File: config.mk
export PLATFORM = sky130hd
export DESIGN_NAME = chirp_sequence_ctrl
export DESIGN_NICKNAME = d
export VERILOG_FILES = /design/src/rtl/chirp_sequence_ctrl_pkg.sv /design/src/rtl/chirp_sequence_ctrl_cycle_counter.sv /design/src/rtl/chirp_sequence_ctrl.sv
export SDC_FILE = /design/constraint.sdc
export NUM_CORES = 1
export LEC_CHECK = 0
export CAP_MARGIN = 5
export CORE_MARGIN = 1
export CORE_UTILIZATION = 45
export CTS_BUF_LIST = sky130_fd_sc_hd__clkbuf_4 sky130_fd_sc_hd__clkbuf_8
export DETAILED_ROUTE_END_ITERATION = 6
export PLACE_DENSITY = 0.66
export SETUP_SLACK_MARGIN = 0.5
export SLEW_MARGIN = 30
export SYNTH_ARGS = -nofsm -noshare
export SYNTH_HDL_FRONTEND = slang
export SYNTH_SLANG_ARGS = --single-unit
export TNS_END_PERCENT = 100
File: constraint.sdc
create_clock -name clk_245 -period 13.15 [get_ports clk_245]
set_input_delay 2.63 -clock clk_245 [delete_from_list [all_inputs] [get_ports clk_245]]
set_output_delay 2.63 -clock clk_245 [all_outputs]
set_load 0.03 [all_outputs]
File: src/rtl/chirp_sequence_ctrl_pkg.sv
// Shared constants for the chirp burst sequencer: state encodings and parameter defaults.
package chirp_sequence_ctrl_pkg;

  localparam int unsigned DefaultCntWidth    = 32;
  localparam int unsigned DefaultInitTimeout = 1024;

  typedef logic [2:0] state_t;

  localparam state_t StIdle  = 3'd0;
  localparam state_t StInit  = 3'd1;
  localparam state_t StLead  = 3'd2;
  localparam state_t StChirp = 3'd3;
  localparam state_t StTail  = 3'd4;
  localparam state_t StGap   = 3'd5;

endpackage

File: src/rtl/chirp_sequence_ctrl_cycle_counter.sv
// Load / decrement / zero-flag down-counter, shared by the lead, tail and init-timeout phases.
module chirp_sequence_ctrl_cycle_counter #(
  parameter int unsigned Width = 32
) (
  input  logic             clk_i,
  input  logic             rst_i,
  input  logic             load_i,
  input  logic [Width-1:0] load_val_i,
  input  logic             dec_i,
  output logic             zero_o
);

  localparam logic [Width-1:0] One = Width'(1);

  logic [Width-1:0] count_q, count_d;

  // Load has priority; decrement stops at zero.
  always_comb begin
    count_d = count_q;
    if (load_i) begin
      count_d = load_val_i;
    end else if (dec_i && (count_q != '0)) begin
      count_d = count_q - One;
    end
  end

  // Counter state register.
  always_ff @(posedge clk_i or posedge rst_i) begin
    if (rst_i) begin
      count_q <= '0;
    end else begin
      count_q <= count_d;
    end
  end

  assign zero_o = (count_q == '0);

endmodule

File: src/rtl/chirp_sequence_ctrl.sv
// Burst sequencer: issues chirp_init/chirp_enable to the DDS and frames adc_enable around
// each chirp, spacing chirps by a PRI measured from one chirp_init to the next.
module chirp_sequence_ctrl
  import chirp_sequence_ctrl_pkg::*;
#(
  parameter int unsigned CNT_WIDTH    = DefaultCntWidth,
  parameter int unsigned INIT_TIMEOUT = DefaultInitTimeout
) (
  input  logic                 clk_245,
  input  logic                 clk_245_rst,
  input  logic                 seq_start,
  input  logic                 seq_stop,
  input  logic [CNT_WIDTH-1:0] num_chirps,
  input  logic [CNT_WIDTH-1:0] pri_cycles,
  input  logic [CNT_WIDTH-1:0] adc_lead,
  input  logic [CNT_WIDTH-1:0] adc_tail,
  input  logic                 fifo_almost_full,
  input  logic                 chirp_ready,
  input  logic                 chirp_done,
  output logic                 chirp_init,
  output logic                 chirp_enable,
  output logic                 adc_enable,
  output logic                 seq_busy,
  output logic                 seq_done,
  output logic                 seq_aborted,
  output logic                 pri_overrun,
  output logic                 init_timeout,
  output logic [CNT_WIDTH-1:0] chirp_idx
);

  localparam logic [CNT_WIDTH-1:0] One         = CNT_WIDTH'(1);
  localparam logic [CNT_WIDTH-1:0] TimeoutLoad = CNT_WIDTH'(INIT_TIMEOUT - 1);

  state_t state_q, state_d;

  logic [CNT_WIDTH-1:0] num_q, num_d, pri_q, pri_d, lead_q, lead_d, tail_q, tail_d;
  logic [CNT_WIDTH-1:0] idx_q, idx_d, pri_cnt_q, pri_cnt_d, pri_inc;
  logic                 abort_pend_q, abort_pend_d;
  logic                 aborted_q, aborted_d, overrun_q, overrun_d, timeout_q, timeout_d;
  logic                 done_d, enter_gap;
  logic                 chirp_init_q, chirp_enable_q, adc_enable_q, busy_q, done_q;

  logic                 cnt_load, cnt_dec, cnt_zero;
  logic [CNT_WIDTH-1:0] cnt_load_val;

  chirp_sequence_ctrl_cycle_counter #(
    .Width (CNT_WIDTH)
  ) u_cycle_counter (
    .clk_i      (clk_245),
    .rst_i      (clk_245_rst),
    .load_i     (cnt_load),
    .load_val_i (cnt_load_val),
    .dec_i      (cnt_dec),
    .zero_o     (cnt_zero)
  );

  // Saturating PRI increment; the value pri_cnt will hold next cycle while busy.
  assign pri_inc = (&pri_cnt_q) ? pri_cnt_q : pri_cnt_q + One;

  // Sequencer FSM: next state, latched config, sticky flags and phase counter control.
  always_comb begin
    state_d      = state_q;
    num_d        = num_q;
    pri_d        = pri_q;
    lead_d       = lead_q;
    tail_d       = tail_q;
    idx_d        = idx_q;
    abort_pend_d = abort_pend_q;
    aborted_d    = aborted_q;
    overrun_d    = overrun_q;
    timeout_d    = timeout_q;
    done_d       = 1'b0;
    enter_gap    = 1'b0;
    cnt_load     = 1'b0;
    cnt_load_val = '0;
    cnt_dec      = 1'b0;

    case (state_q)
      StIdle: begin
        if (seq_start && !seq_stop) begin
          num_d        = num_chirps;
          pri_d        = pri_cycles;
          lead_d       = adc_lead;
          tail_d       = adc_tail;
          idx_d        = '0;
          abort_pend_d = 1'b0;
          aborted_d    = 1'b0;
          overrun_d    = 1'b0;
          timeout_d    = 1'b0;
          if (num_chirps == '0) begin
            done_d = 1'b1;
          end else begin
            state_d      = StInit;
            cnt_load     = 1'b1;
            cnt_load_val = TimeoutLoad;
          end
        end
      end
      StInit: begin
        if (seq_stop) begin
          aborted_d = 1'b1;
          done_d    = 1'b1;
          state_d   = StIdle;
        end else if (chirp_ready) begin
          if (lead_q == '0) begin
            state_d = StChirp;
          end else begin
            state_d      = StLead;
            cnt_load     = 1'b1;
            cnt_load_val = lead_q - One;
          end
        end else if (cnt_zero) begin
          timeout_d = 1'b1;
          aborted_d = 1'b1;
          done_d    = 1'b1;
          state_d   = StIdle;
        end else begin
          cnt_dec = 1'b1;
        end
      end
      StLead: begin
        if (seq_stop) abort_pend_d = 1'b1;
        if (cnt_zero) begin
          state_d = StChirp;
        end else begin
          cnt_dec = 1'b1;
        end
      end
      StChirp: begin
        if (seq_stop) abort_pend_d = 1'b1;
        if (chirp_done) begin
          if (tail_q == '0) begin
            enter_gap = 1'b1;
          end else begin
            state_d      = StTail;
            cnt_load     = 1'b1;
            cnt_load_val = tail_q - One;
          end
        end
      end
      StTail: begin
        if (seq_stop) abort_pend_d = 1'b1;
        if (cnt_zero) begin
          enter_gap = 1'b1;
        end else begin
          cnt_dec = 1'b1;
        end
      end
      StGap: begin
        if (seq_stop || abort_pend_q) begin
          aborted_d = 1'b1;
          done_d    = 1'b1;
          state_d   = StIdle;
        end else if (idx_q == num_q) begin
          done_d  = 1'b1;
          state_d = StIdle;
        end else if ((pri_cnt_q >= pri_q) && !fifo_almost_full) begin
          state_d      = StInit;
          cnt_load     = 1'b1;
          cnt_load_val = TimeoutLoad;
        end
      end
      default: state_d = StIdle;
    endcase

    // Frame closed: count the chirp and judge the PRI against the first GAP cycle's count.
    if (enter_gap) begin
      state_d = StGap;
      idx_d   = idx_q + One;
      if (pri_inc > pri_q) overrun_d = 1'b1;
    end
  end

  // PRI counter restarts at 1 on every chirp_init cycle and free-runs while busy.
  always_comb begin
    pri_cnt_d = pri_cnt_q;
    if ((state_d == StInit) && (state_q != StInit)) begin
      pri_cnt_d = One;
    end else if (state_q != StIdle) begin
      pri_cnt_d = pri_inc;
    end
  end

  // State, config and status registers.
  always_ff @(posedge clk_245 or posedge clk_245_rst) begin
    if (clk_245_rst) begin
      state_q      <= StIdle;
      num_q        <= '0;
      pri_q        <= '0;
      lead_q       <= '0;
      tail_q       <= '0;
      idx_q        <= '0;
      pri_cnt_q    <= '0;
      abort_pend_q <= 1'b0;
      aborted_q    <= 1'b0;
      overrun_q    <= 1'b0;
      timeout_q    <= 1'b0;
    end else begin
      state_q      <= state_d;
      num_q        <= num_d;
      pri_q        <= pri_d;
      lead_q       <= lead_d;
      tail_q       <= tail_d;
      idx_q        <= idx_d;
      pri_cnt_q    <= pri_cnt_d;
      abort_pend_q <= abort_pend_d;
      aborted_q    <= aborted_d;
      overrun_q    <= overrun_d;
      timeout_q    <= timeout_d;
    end
  end

  // Output decode from the next state so registered outputs line up with the state register.
  always_ff @(posedge clk_245 or posedge clk_245_rst) begin
    if (clk_245_rst) begin
      chirp_init_q   <= 1'b0;
      chirp_enable_q <= 1'b0;
      adc_enable_q   <= 1'b0;
      busy_q         <= 1'b0;
      done_q         <= 1'b0;
    end else begin
      chirp_init_q   <= (state_d == StInit) && (state_q != StInit);
      chirp_enable_q <= (state_d == StChirp);
      adc_enable_q   <= (state_d == StLead) || (state_d == StChirp) || (state_d == StTail);
      busy_q         <= (state_d != StIdle);
      done_q         <= done_d;
    end
  end

  assign chirp_init   = chirp_init_q;
  assign chirp_enable = chirp_enable_q;
  assign adc_enable   = adc_enable_q;
  assign seq_busy     = busy_q;
  assign seq_done     = done_q;
  assign seq_aborted  = aborted_q;
  assign pri_overrun  = overrun_q;
  assign init_timeout = timeout_q;
  assign chirp_idx    = idx_q;

endmodule
==> flow_summary_export.csv, run 1 <==
group,metric,value,unit
run_status,run_status,"finished, final reports clean",
sta,setup_violations_final,0,
die,dieArea,0.03282,sq mm
setup_path,critical_path.reg2reg.startpoint,"lead_q[6]",
job,max_capacitance_violation_count,0,
min_path,hold_path.startpoint,"num_q[1]",
synthesis,async_flop_share,100.0,%
sta,rsz0062_at_grt,"false",
cells_and_area,final_layout_size_suffix_gt1_share,6.431,%
power,switching_pwr,1.469,mW
power,clock_network_fraction_of_total_power,21.6,%
power,p_sw_share,41.53,%
synthesis,largest_cells_by_area_after_synthesis,"dfrtp_1, nand2_1, ha_1",
routing,wire_per_inst,17.58,microns
sta,timing.final.max_slew_violations,0,
global_routing,track_usage,24.90,%
synthesis,postSynthRegisterBits,236,
clocking,postCtsResizedCells,0,
setup_path,worstPathRequired,13.57,ns
setup_path,cp_max_fo,62,
sta,finalWorstPathRequiredPeriod,5.712,ns
placed_design,finalWeightedCongestion,0.8788,
sta,fin_crit_sh,43.44,%
setup_path,timing.critical_path.to_type,"flip-flop",
routing,drt-pass1-iter-count,5,
cells_and_area,nets,2071,
cells_and_area,most_common_library_cell_in_the_layout_ignoring_fill_and_taps,"nand2_1",
global_routing,grt_antenna_before_repair,0,
routing,remaining_antenna_violation_count,0,
sta,hold_ws,0.4948,ns
power,power_density,202.3,mW/mm^2
routing,via_per_inst,5.684,
synthesis,main_synth_ff_type,"dfrtp_1",
synthesis,netlist_instances,1707,
cells_and_area,antenna_cells_inserted,0,
sta,maxClockFrequency,0.1751,GHz
synthesis,synth_cell_type_count,68,
clocking,clock_sink_count,236,
cells_and_area,layout-area-overhead-vs-synth,21.05,%
routing,route.met2.wl,18360,microns
setup_path,cpLargestDelayFamily,"simple AND/OR/NAND/NOR gates",
power,leakagePower,7.674,nW
clocking,clk_transition_reported_paths,0.06,ns
synthesis,post-synth-top-area-cell,"dfrtp_1",
setup_path,timing_worst_setup_path_type,"primary input to flip-flop",
power,power.share.combinational,40.8,%
min_path,min_path_type,"flip-flop to flip-flop",
synthesis,synth_largest_type_area_fraction,40.88,%
synthesis,yosysWarningCount,0,
synthesis,synth_enable_flop_cells,0,
sta,setup_total_neg_slack,0,ns
placed_design,port-buffer-count,174,
power,seqPwrFrac,37.7,%
global_routing,grt_first_pass_wirelength,66380,microns
routing,drtIter0Drc,977,
routing,route.top_layer_used,"met4",
power,power,3.537,mW
die,die_w,181.2,microns
placed_design,hpwl,29310,microns
clocking,number_of_buffers_on_the_longest_clock_path,3,
routing,met3_routed_wirelength,2423,microns
routing,routedLengthMet1,18820,microns
setup_path,setup.worst_path.start_class,"primary input",
power,vdd_drop_max,0.0001059,V
routing,drt_wl_total,40430,microns
die,site_rows,65,
synthesis,synth_fp_nets,1913,
global_routing,grt.overflow.total,0,
synthesis,synth_area,0.01445,sq mm
sta,clock_skew,0.04788,ns
synthesis,postSynthAreaPerCell,8.463,sq um
setup_path,crit_arrival,6.13,ns
setup_path,number_of_buffers_and_inverters_on_the_critical_path,2,
placed_design,placed_cell_area,0.01653,sq mm
global_routing,grt_start_max_net_pins,110,
clocking,cts_setup_buffers,0,
cells_and_area,layout.cells.most_common_list,"nand2_1, dfrtp_1, clkdlybuf4s50_1, nor2_1, xnor2_1",
clocking,ctsRootBufferMaster,"clkbuf_8",
global_routing,grt_pass1_vias,12530,
sta,max_slew_margin,36.94,%
die,effective_utilization_at_floorplan,45.78,%
synthesis,synth-seq-area-share,40.88,%
setup_path,worst_path_max_delay_cell,"nor4_1",
clocking,htreeDepth,2,
power,internal_power,2.068,mW
clocking,tritoncts,"done",
setup_path,setup.worst_path.start,"num_chirps[0]",
routing,drc,0,
setup_path,largest_stage_delay_worst_path,0.57,ns
sta,timing_hold_violations_final,0,
clocking,clkLatencyLatePin,0.58,ns
clocking,post_cts_hold_buffer_count,0,
setup_path,cp_cell_sequence,"clkdlybuf4s50_1, nor4_1, nand4_1, o21ai_0, o2111a_1, a22oi_2, buf_4, nand2b_1, o311a_1",
die,ios,175,
clocking,cts_buffers,42,
routing,dr_total_vias,13070,
die,core,0.03156,sq mm
sta,worst_pin_slew,0.9460,ns
cells_and_area,postLayoutCellArea,0.01749,sq mm
die,floorplan.die.height,181.2,microns
-- path summary, 6_finish.rpt --
| kind | endpoint | slack (ns) | depth (start not counted) |
|---|---|---|---|
| setup / recovery | u_cycle_counter.count_q[17] | 7.44 | 9 |
| setup reg to reg | u_cycle_counter.count_q[17] | 8.83 | 8 |
| hold / removal | num_q[1] | 0.49 | 2 |
| hold reg to reg | num_q[1] | 0.49 | 2 |
| max in group asynchronous | u_cycle_counter.count_q[19] | 9.25 | 3 |
| min in group asynchronous | pri_q[10] | 2.62 | 2 |
-- cell families (layout without fill, tap and decap cells) --
group | Yosys count | count (layout) | share of synthesized area (%)
and+or+nand+nor | 831 | 831 | 26.66
xor gates and xnor gates | 160 | 160 | 9.700
DFF | 236 | 236 | 40.88
AOI/OAI and AO/OA | 277 | 277 | 12.91
muxes | 4 | 4 | 0.2772
buffers and inverters | 128 | 318 | 3.430
adders and majority gates | 71 | 71 | 6.149
-- stage by stage --
stage	std cells	util (%)	setup slack, ns
global placement	2223	52.37	6.972
CTS	2299	55.38	7.503
global route	2299	55.42	7.268
finish	2299	55.42	7.438
detailed placement	2223	52.39	6.940
floorplan	1707	-	4.045
-- worst min-delay path, stage by stage (launching register included) --
cell and delay [ns]:
dfrtp_1 0.35, nand2_1 0.06, nand2_1 0.06
-- layer usage --
layer,up-vias,global-route usage (%)
li1,6305,-
met1,6305,35.04
met5,-,0
met2,389,39.31
met3,68,4.334
met4,0,6.949
-- cell usage after synthesis, drive strengths merged (20+ instances only) --
master / number
nor2: 109
and3: 20
nand2: 410
a21oi: 43
xor2: 66
dfrtp: 236
inv: 54
nor3: 57
nand3: 61
o31ai: 22
xnor2: 94
nand4: 49
o21ai: 88
nor4: 41
ha: 71
or3: 20
clkbuf: 68
-- cell type report --
cell class	count	area [sq um]
clock inverter	6	88.84
multi-input combinational	1343	8071
tap	402	503.0
timing repair buffer	188	1851
sequential	236	5906
clock buffer	70	857.1
inverter	54	210.2
fill	2930	14070
-- state kept, by name, summed over array words and instances, names as in the netlist, 3 cells and up --
register                 count
chirp_idx                   32
lead_q                      32
num_q                       32
pri_cnt_q                   32
pri_q                       32
tail_q                      32
u_cycle_counter.count_q     32
state_q                      3
-- power groups by stage --
| stage | clock, mW | combinational [mW] | sequential (mW) |
|---|---|---|---|
| 6_report | 0.762 | 1.44 | 1.33 |
| 5_1_grt | 0.816 | 1.64 | 1.37 |
| 4_1_cts | 0.781 | 1.44 | 1.32 |
| 3_5_place_dp | 0 | 1.43 | 1.34 |
| 3_3_place_gp | 0 | 1.39 | 1.33 |
| 2_1_floorplan | 0 | 1.08 | 1.24 |
(Power assumes the default switching activity.)
==> inputs of run 2 (changes only) <==
==> constraint.sdc (replaced) <==
create_clock -name clk_245 -period 5.6 [get_ports clk_245]
set_input_delay 1.12 -clock clk_245 [delete_from_list [all_inputs] [get_ports clk_245]]
set_output_delay 1.12 -clock clk_245 [all_outputs]
set_load 0.03 [all_outputs]
==> run 2 against run 1 <==
- register-to-register slack worse by 7.4 ns
- worst setup slack got worse by 6.0 ns
- sequential cell count did not move
- sequential power increased by 140%
- critical path type is now flip-flop to flip-flop
- via count about the same
- non-clock buffer count up 4
- global-route usage is 0.47 points higher
- core utilization grew 0.13 points
- critical endpoint is now pri_overrun
- cell count is 0.13% higher
- highest routed layer unchanged
- die area stayed put
- hold slack about the same
==> flow_summary_export.csv, run 2 (same netlist as run 1, synthesis figures left out) <==
group,metric,value,unit
power,internal_power,4.814,mW
clocking,tritoncts,"done",
power,power.share.combinational,41.3,%
sta,timing.final.max_slew_violations,0,
power,power,8.279,mW
cells_and_area,final_layout_size_suffix_gt1_share,6.579,%
die,dieArea,0.03282,sq mm
cells_and_area,nets,2077,
clocking,cts_setup_buffers,0,
min_path,hold-path-endpoint,"num_q[1]",
placed_design,placed_cell_area,0.01658,sq mm
global_routing,grt.overflow.total,0,
die,die_w,181.2,microns
sta,maxClockFrequency,0.2375,GHz
routing,remaining_antenna_violation_count,0,
setup_path,timing.critical_path.to_type,"flip-flop",
setup_path,worstPathRequired,6.05,ns
power,seqPwrFrac,37.8,%
die,core,0.03156,sq mm
sta,timing_hold_violations_final,0,
placed_design,finalWeightedCongestion,0.9070,
setup_path,timing_worst_setup_path_type,"flip-flop to flip-flop",
clocking,ctsRootBufferMaster,"clkbuf_8",
min_path,min_path_type,"flip-flop to flip-flop",
die,floorplan.die.height,181.2,microns
cells_and_area,layout.cells.most_common_list,"nand2_1, dfrtp_1, clkdlybuf4s50_1, nor2_1, xnor2_1",
setup_path,cp_max_fo,11,
routing,dr_total_vias,13070,
cells_and_area,layout-area-overhead-vs-synth,21.32,%
power,switching_pwr,3.465,mW
routing,drc,0,
clocking,post_cts_hold_buffer_count,0,
sta,setup_violations_final,0,
clocking,clkLatencyLatePin,0.57,ns
clocking,clk_transition_reported_paths,0.07,ns
sta,rsz0062_at_grt,"false",
sta,fin_crit_sh,75.19,%
power,vdd_drop_max,0.0001957,V
setup_path,worst_path_most_repeated_cell,"a21oi_1",
placed_design,port-buffer-count,174,
setup_path,largest_stage_delay_worst_path,0.65,ns
setup_path,critical_path.reg2reg.startpoint,"pri_cnt_q[20]",
placed_design,hpwl,29860,microns
setup_path,setup.worst_path.start_class,"flip-flop",
cells_and_area,most_common_library_cell_in_the_layout_ignoring_fill_and_taps,"nand2_1",
cells_and_area,antenna_cells_inserted,0,
clocking,htreeDepth,2,
setup_path,worst_path_max_delay_cell,"nor3_1",
routing,drt_wl_total,41090,microns
global_routing,grt_start_max_net_pins,172,
cells_and_area,nFillCells,2929,
setup_path,crit_arrival,4.66,ns
global_routing,grt_first_pass_wirelength,67300,microns
sta,finalWorstPathRequiredPeriod,4.211,ns
min_path,hold_path.startpoint,"num_q[1]",
setup_path,reg2reg_slack,1.39,ns
setup_path,worst_reg2reg_path_endpoint,"pri_overrun",
clocking,postCtsResizedCells,0,
routing,wire_per_inst,17.85,microns
sta,setup_total_neg_slack,0,ns
cells_and_area,postLayoutCellArea,0.01753,sq mm
setup_path,cp_cell_sequence,"nand4_1, nor3_1, and4_1, nor2_1, nand3_1, xnor2_1, ha_1, a21o_1, a21o_1, a21oi_1, o21ai_0, a211o_1, a21oi_1, a21oi_1",
die,ios,175,
global_routing,grt_pass1_vias,12690,
routing,drt-pass1-iter-count,5,
sta,clock_skew,0.02830,ns
power,power_density,472.4,mW/mm^2
clocking,clock_sink_count,236,
clocking,number_of_buffers_on_the_longest_clock_path,3,
routing,via_per_inst,5.676,
die,effective_utilization_at_floorplan,45.78,%
power,leakagePower,7.694,nW
run_status,run_status,"finished, final reports clean",
power,p_sw_share,41.86,%
power,clock_network_fraction_of_total_power,20.9,%
setup_path,timing.reg2reg.worst_path_depth,14,
sta,hold_ws,0.4946,ns
routing,drtIter0Drc,875,
clocking,cts_buffers,44,
sta,worst_pin_slew,0.8575,ns
cells_and_area,final_standard_cell_utilization_of_the_core,55.54,%
min_path,hold_path_depth,2,
sta,max_slew_margin,42.31,%
die,site_rows,65,
global_routing,track_usage,25.38,%
job,max_capacitance_violation_count,0,
global_routing,grt_antenna_before_repair,0,
==> run 2: changes by cell type in the layout (fill, tap and decap cells not counted), moves of 2 or more <==
cell / change
clkbuf_8: +4
buf_16: +2
bufinv_16: -2
clkbuf_4: -4
buf_4: +2
inv_8: -2
clkinv_2: +2
==> run 2: final cells by class <==
type,count,area [sq um],area share (%)
inverters,54,206.4,1.178
repair buffers,192,1929,11.01
flip-flops and latches,236,5906,33.70
multi-input cells,1343,8071,46.05
well taps,402,503.0,2.870
clock buffers,70,882.1,5.033
clock inverters,5,28.78,0.1642
==> run 2: how the worst max path moves through the flow <==
stage | from | end | slack, ns
floorplan | clk_245_rst | abort_pend_q | 1.39
global placement | seq_stop | chirp_idx[5] | 1.25
detailed placement | seq_stop | chirp_idx[2] | 1.16
CTS | pri_cnt_q[20] | pri_overrun | 1.53
global route | pri_cnt_q[20] | pri_overrun | 1.10
finish | pri_cnt_q[20] | pri_overrun | 1.39
==> run 2: per-stage QoR <==
| step | cells | setup slack, ns |
|---|---|---|
| final | 2302 | 1.389 |
| after floorplan | 1707 | 1.388 |
| after global placement | 2225 | 1.254 |
| after global routing | 2302 | 1.104 |
| after CTS | 2301 | 1.527 |
| after detailed placement | 2226 | 1.163 |
==> run 2: power groups by stage <==
stage | Clock [mW] | Sequential [mW] | Combinational [mW]
6_report | 1.73 | 3.13 | 3.42
3_3_place_gp | 0 | 3.11 | 3.30
5_1_grt | 1.84 | 3.23 | 3.90
4_1_cts | 1.76 | 3.11 | 3.42
2_1_floorplan | 0 | 2.91 | 2.54
3_5_place_dp | 0 | 3.14 | 3.39
==> run 2: critical path, delay by kind of cell, from the launching register on <==
kind / cells / cell delay (ns)
flip-flops: 1 / 0.53
AND/OR/NAND/NOR: 5 / 1.97
AO/OA/AOI/OAI: 7 / 1.20
adder cells (fa/ha/maj): 1 / 0.27
XOR/XNOR: 1 / 0.13
==> run 2: per-layer routing <==
layer | global-route usage [%] | share of wire, %
met3 | 4.293 | 6.2
met2 | 40.55 | 46
met4 | 6.339 | 1.8
met5 | 0 | 0
met1 | 35.69 | 46
==> inputs of run 3 (changes only) <==
--- a/config.mk
+++ b/config.mk
@@ -10,7 +10,7 @@
 export CORE_UTILIZATION = 45
 export CTS_BUF_LIST = sky130_fd_sc_hd__clkbuf_4 sky130_fd_sc_hd__clkbuf_8
 export DETAILED_ROUTE_END_ITERATION = 6
-export PLACE_DENSITY = 0.66
+export PLACE_DENSITY = 0.68
 export SETUP_SLACK_MARGIN = 0.5
 export SLEW_MARGIN = 30
 export SYNTH_ARGS = -nofsm -noshare
==> constraint.sdc (replaced) <==
create_clock -name clk_245 -period 3.54 [get_ports clk_245]
set_input_delay 0.708 -clock clk_245 [delete_from_list [all_inputs] [get_ports clk_245]]
set_output_delay 0.708 -clock clk_245 [all_outputs]
set_load 0.03 [all_outputs]
==> run 3 against run 2 <==
- critical path depth down 7
- clock skew up 0.0048 ns
- global-route usage up 0.25 points
- die area unchanged
- sequential power up 56%
- cell area up 4.3%
- sequential share of layout area down 1.4 points
- hold slack worse by 0.0022 ns
- first-iteration DRC count up 6.4%
- clock power up 57%
- via count up 2.9%
- total power up 63%
==> flow_summary_export.csv, run 3 (same netlist as run 1, synthesis figures left out) <==
group,metric,value,unit
run_status,run_status,"finished, final reports clean",
die,site_rows,65,
power,vdd_drop_max,0.0003238,V
clocking,post_cts_hold_buffer_count,0,
setup_path,cp_max_fo,5,
setup_path,cpLargestDelayFamily,"simple AND/OR/NAND/NOR gates",
sta,max_slew_margin,45.91,%
global_routing,grt_pass1_vias,13030,
sta,maxClockFrequency,0.3223,GHz
global_routing,track_usage,25.62,%
die,floorplan.die.height,181.2,microns
clocking,cts_buffers,42,
sta,setup_total_neg_slack,0,ns
power,power,13.52,mW
routing,via_per_inst,5.671,
setup_path,crit_arrival,3.56,ns
sta,worst_pin_slew,0.8040,ns
setup_path,timing_worst_setup_path_type,"flip-flop to flip-flop",
setup_path,number_of_buffers_and_inverters_on_the_critical_path,0,
setup_path,setup.worst_path.start_class,"flip-flop",
die,dieArea,0.03282,sq mm
cells_and_area,antenna_cells_inserted,0,
routing,wire_per_inst,17.60,microns
cells_and_area,most_common_library_cell_in_the_layout_ignoring_fill_and_taps,"nand2_1",
clocking,clkLatencyLatePin,0.58,ns
placed_design,port-buffer-count,174,
cells_and_area,final_standard_cell_utilization_of_the_core,57.96,%
setup_path,largest_stage_delay_worst_path,0.59,ns
routing,drtIter0Drc,931,
clocking,number_of_buffers_on_the_longest_clock_path,3,
sta,timing.final.max_slew_violations,0,
routing,dr_total_vias,13450,
global_routing,grt.overflow.total,0,
cells_and_area,seqCellArea,0.005913,sq mm
cells_and_area,layout.cells.most_common_list,"nand2_1, dfrtp_1, clkdlybuf4s50_1, nor2_1, xnor2_1",
setup_path,cp_cell_sequence,"or4_4, or3_4, or4_4, o22a_4, or4b_4, o211ai_2, o31ai_2",
clocking,htreeDepth,2,
routing,drt_wl_total,41720,microns
global_routing,grt_start_max_net_pins,172,
die,core,0.03156,sq mm
placed_design,hpwl,30370,microns
die,effective_utilization_at_floorplan,45.78,%
power,leakagePower,8.095,nW
sta,clock_skew,0.03309,ns
cells_and_area,nFillCells,2885,
setup_path,worstPathRequired,4.00,ns
sta,setup_violations_final,0,
clocking,clk_transition_reported_paths,0.06,ns
die,ios,175,
min_path,min_path_type,"flip-flop to flip-flop",
die,die_w,181.2,microns
cells_and_area,final_layout_size_suffix_gt1_share,11.88,%
setup_path,worst_path_max_delay_cell,"or4b_4",
global_routing,grt_first_pass_wirelength,68390,microns
cells_and_area,nets,2145,
setup_path,timing.critical_path.to_type,"flip-flop",
clocking,ctsRootBufferMaster,"clkbuf_8",
setup_path,worst_path_most_repeated_cell,"or4_4",
clocking,clock_sink_count,236,
sta,finalWorstPathRequiredPeriod,3.103,ns
routing,drc,0,
cells_and_area,multiInputGateArea,0.008267,sq mm
power,power_density,739.1,mW/mm^2
global_routing,grt_antenna_before_repair,0,
routing,remaining_antenna_violation_count,0,
routing,drt-pass1-iter-count,5,
sta,timing_hold_violations_final,0,
sta,fin_crit_sh,87.64,%
sta,rsz0062_at_grt,"true",
cells_and_area,layout-area-overhead-vs-synth,26.60,%
clocking,tritoncts,"done",
job,max_capacitance_violation_count,0,
placed_design,finalWeightedCongestion,0.9243,
run 3: cell count changes in the layout (fill, tap and decap cells not counted), moves of 4 or more:
cell,change
nor4_1,-4
buf_12,+6
dfrtp_1,-6
or4_4,+4
nor2_1,-5
or4_1,-4
buf_4,+64
dfrtp_2,+6
run 3: cell type report:
type | count | area share (%)
tap | 402 | 2.750
sequential | 236 | 32.33
timing repair buffer | 261 | 13.61
clock inverter | 5 | 0.2942
inverter | 54 | 1.129
clock buffer | 69 | 4.679
multi-input combinational | 1344 | 45.20
run 3: metrics by stage:
| step | area (sq um) | instances | hold WS, ns | setup WS (ns) |
|---|---|---|---|---|
| 3_5_place_dp | 17040 | 2273 | 0.4841 | -0.03142 |
| 3_3_place_gp | 17040 | 2273 | 0.4789 | -0.03224 |
| 4_1_cts | 18130 | 2364 | 0.4984 | 0.3954 |
| 5_1_grt | 18290 | 2371 | 0.5129 | 0.2669 |
| 2_1_floorplan | 14560 | 1707 | 0.4627 | -0.2599 |
| 6_report | 18290 | 2371 | 0.4924 | 0.4374 |
run 3: final timing paths:
kind,to,slack (ns),cells past startpoint,from
min,num_q[6],0.49,2,num_q[6]
max in group asynchronous,num_q[16],2.04,3,clk_245_rst
max reg2reg,chirp_idx[27],0.44,7,tail_q[17]
max,chirp_idx[27],0.44,7,tail_q[17]
min in group asynchronous,u_cycle_counter.count_q[13],0.57,2,clk_245_rst
min reg2reg,num_q[6],0.49,2,num_q[6]
run 3: layer usage:
| metal | vias to the layer above | wire (microns) | global-route usage (%) |
|---|---|---|---|
| met5 | - | 0 | 0 |
| met2 | 460 | 19200 | 41.28 |
| met4 | 0 | 996 | 7.763 |
| met3 | 80 | 2541 | 3.487 |
| met1 | 6455 | 18980 | 35.76 |
| li1 | 6450 | - | - |
run 3: worst reg2reg max path, delay by kind of cell (launching register included):
kind             cells  cell delay (ns)
AND/OR/NAND/NOR      4             2.03
flip-flops           1             0.38
AO/OA/AOI/OAI        3             0.58
run 3: report_power, final:
group / switching, mW / internal [mW]
Clock: 1.18 / 1.54
Sequential: 1.11 / 3.76
Combinational: 3.33 / 2.60
Total: 5.62 / 7.89
run 3: what timing repair did:
action	4_1_cts	5_1_grt
setup buffers	16	7
pin swaps	7	9
endpoints found under the setup margin	70	78
gates cloned	1	0
gates resized for setup	14	28
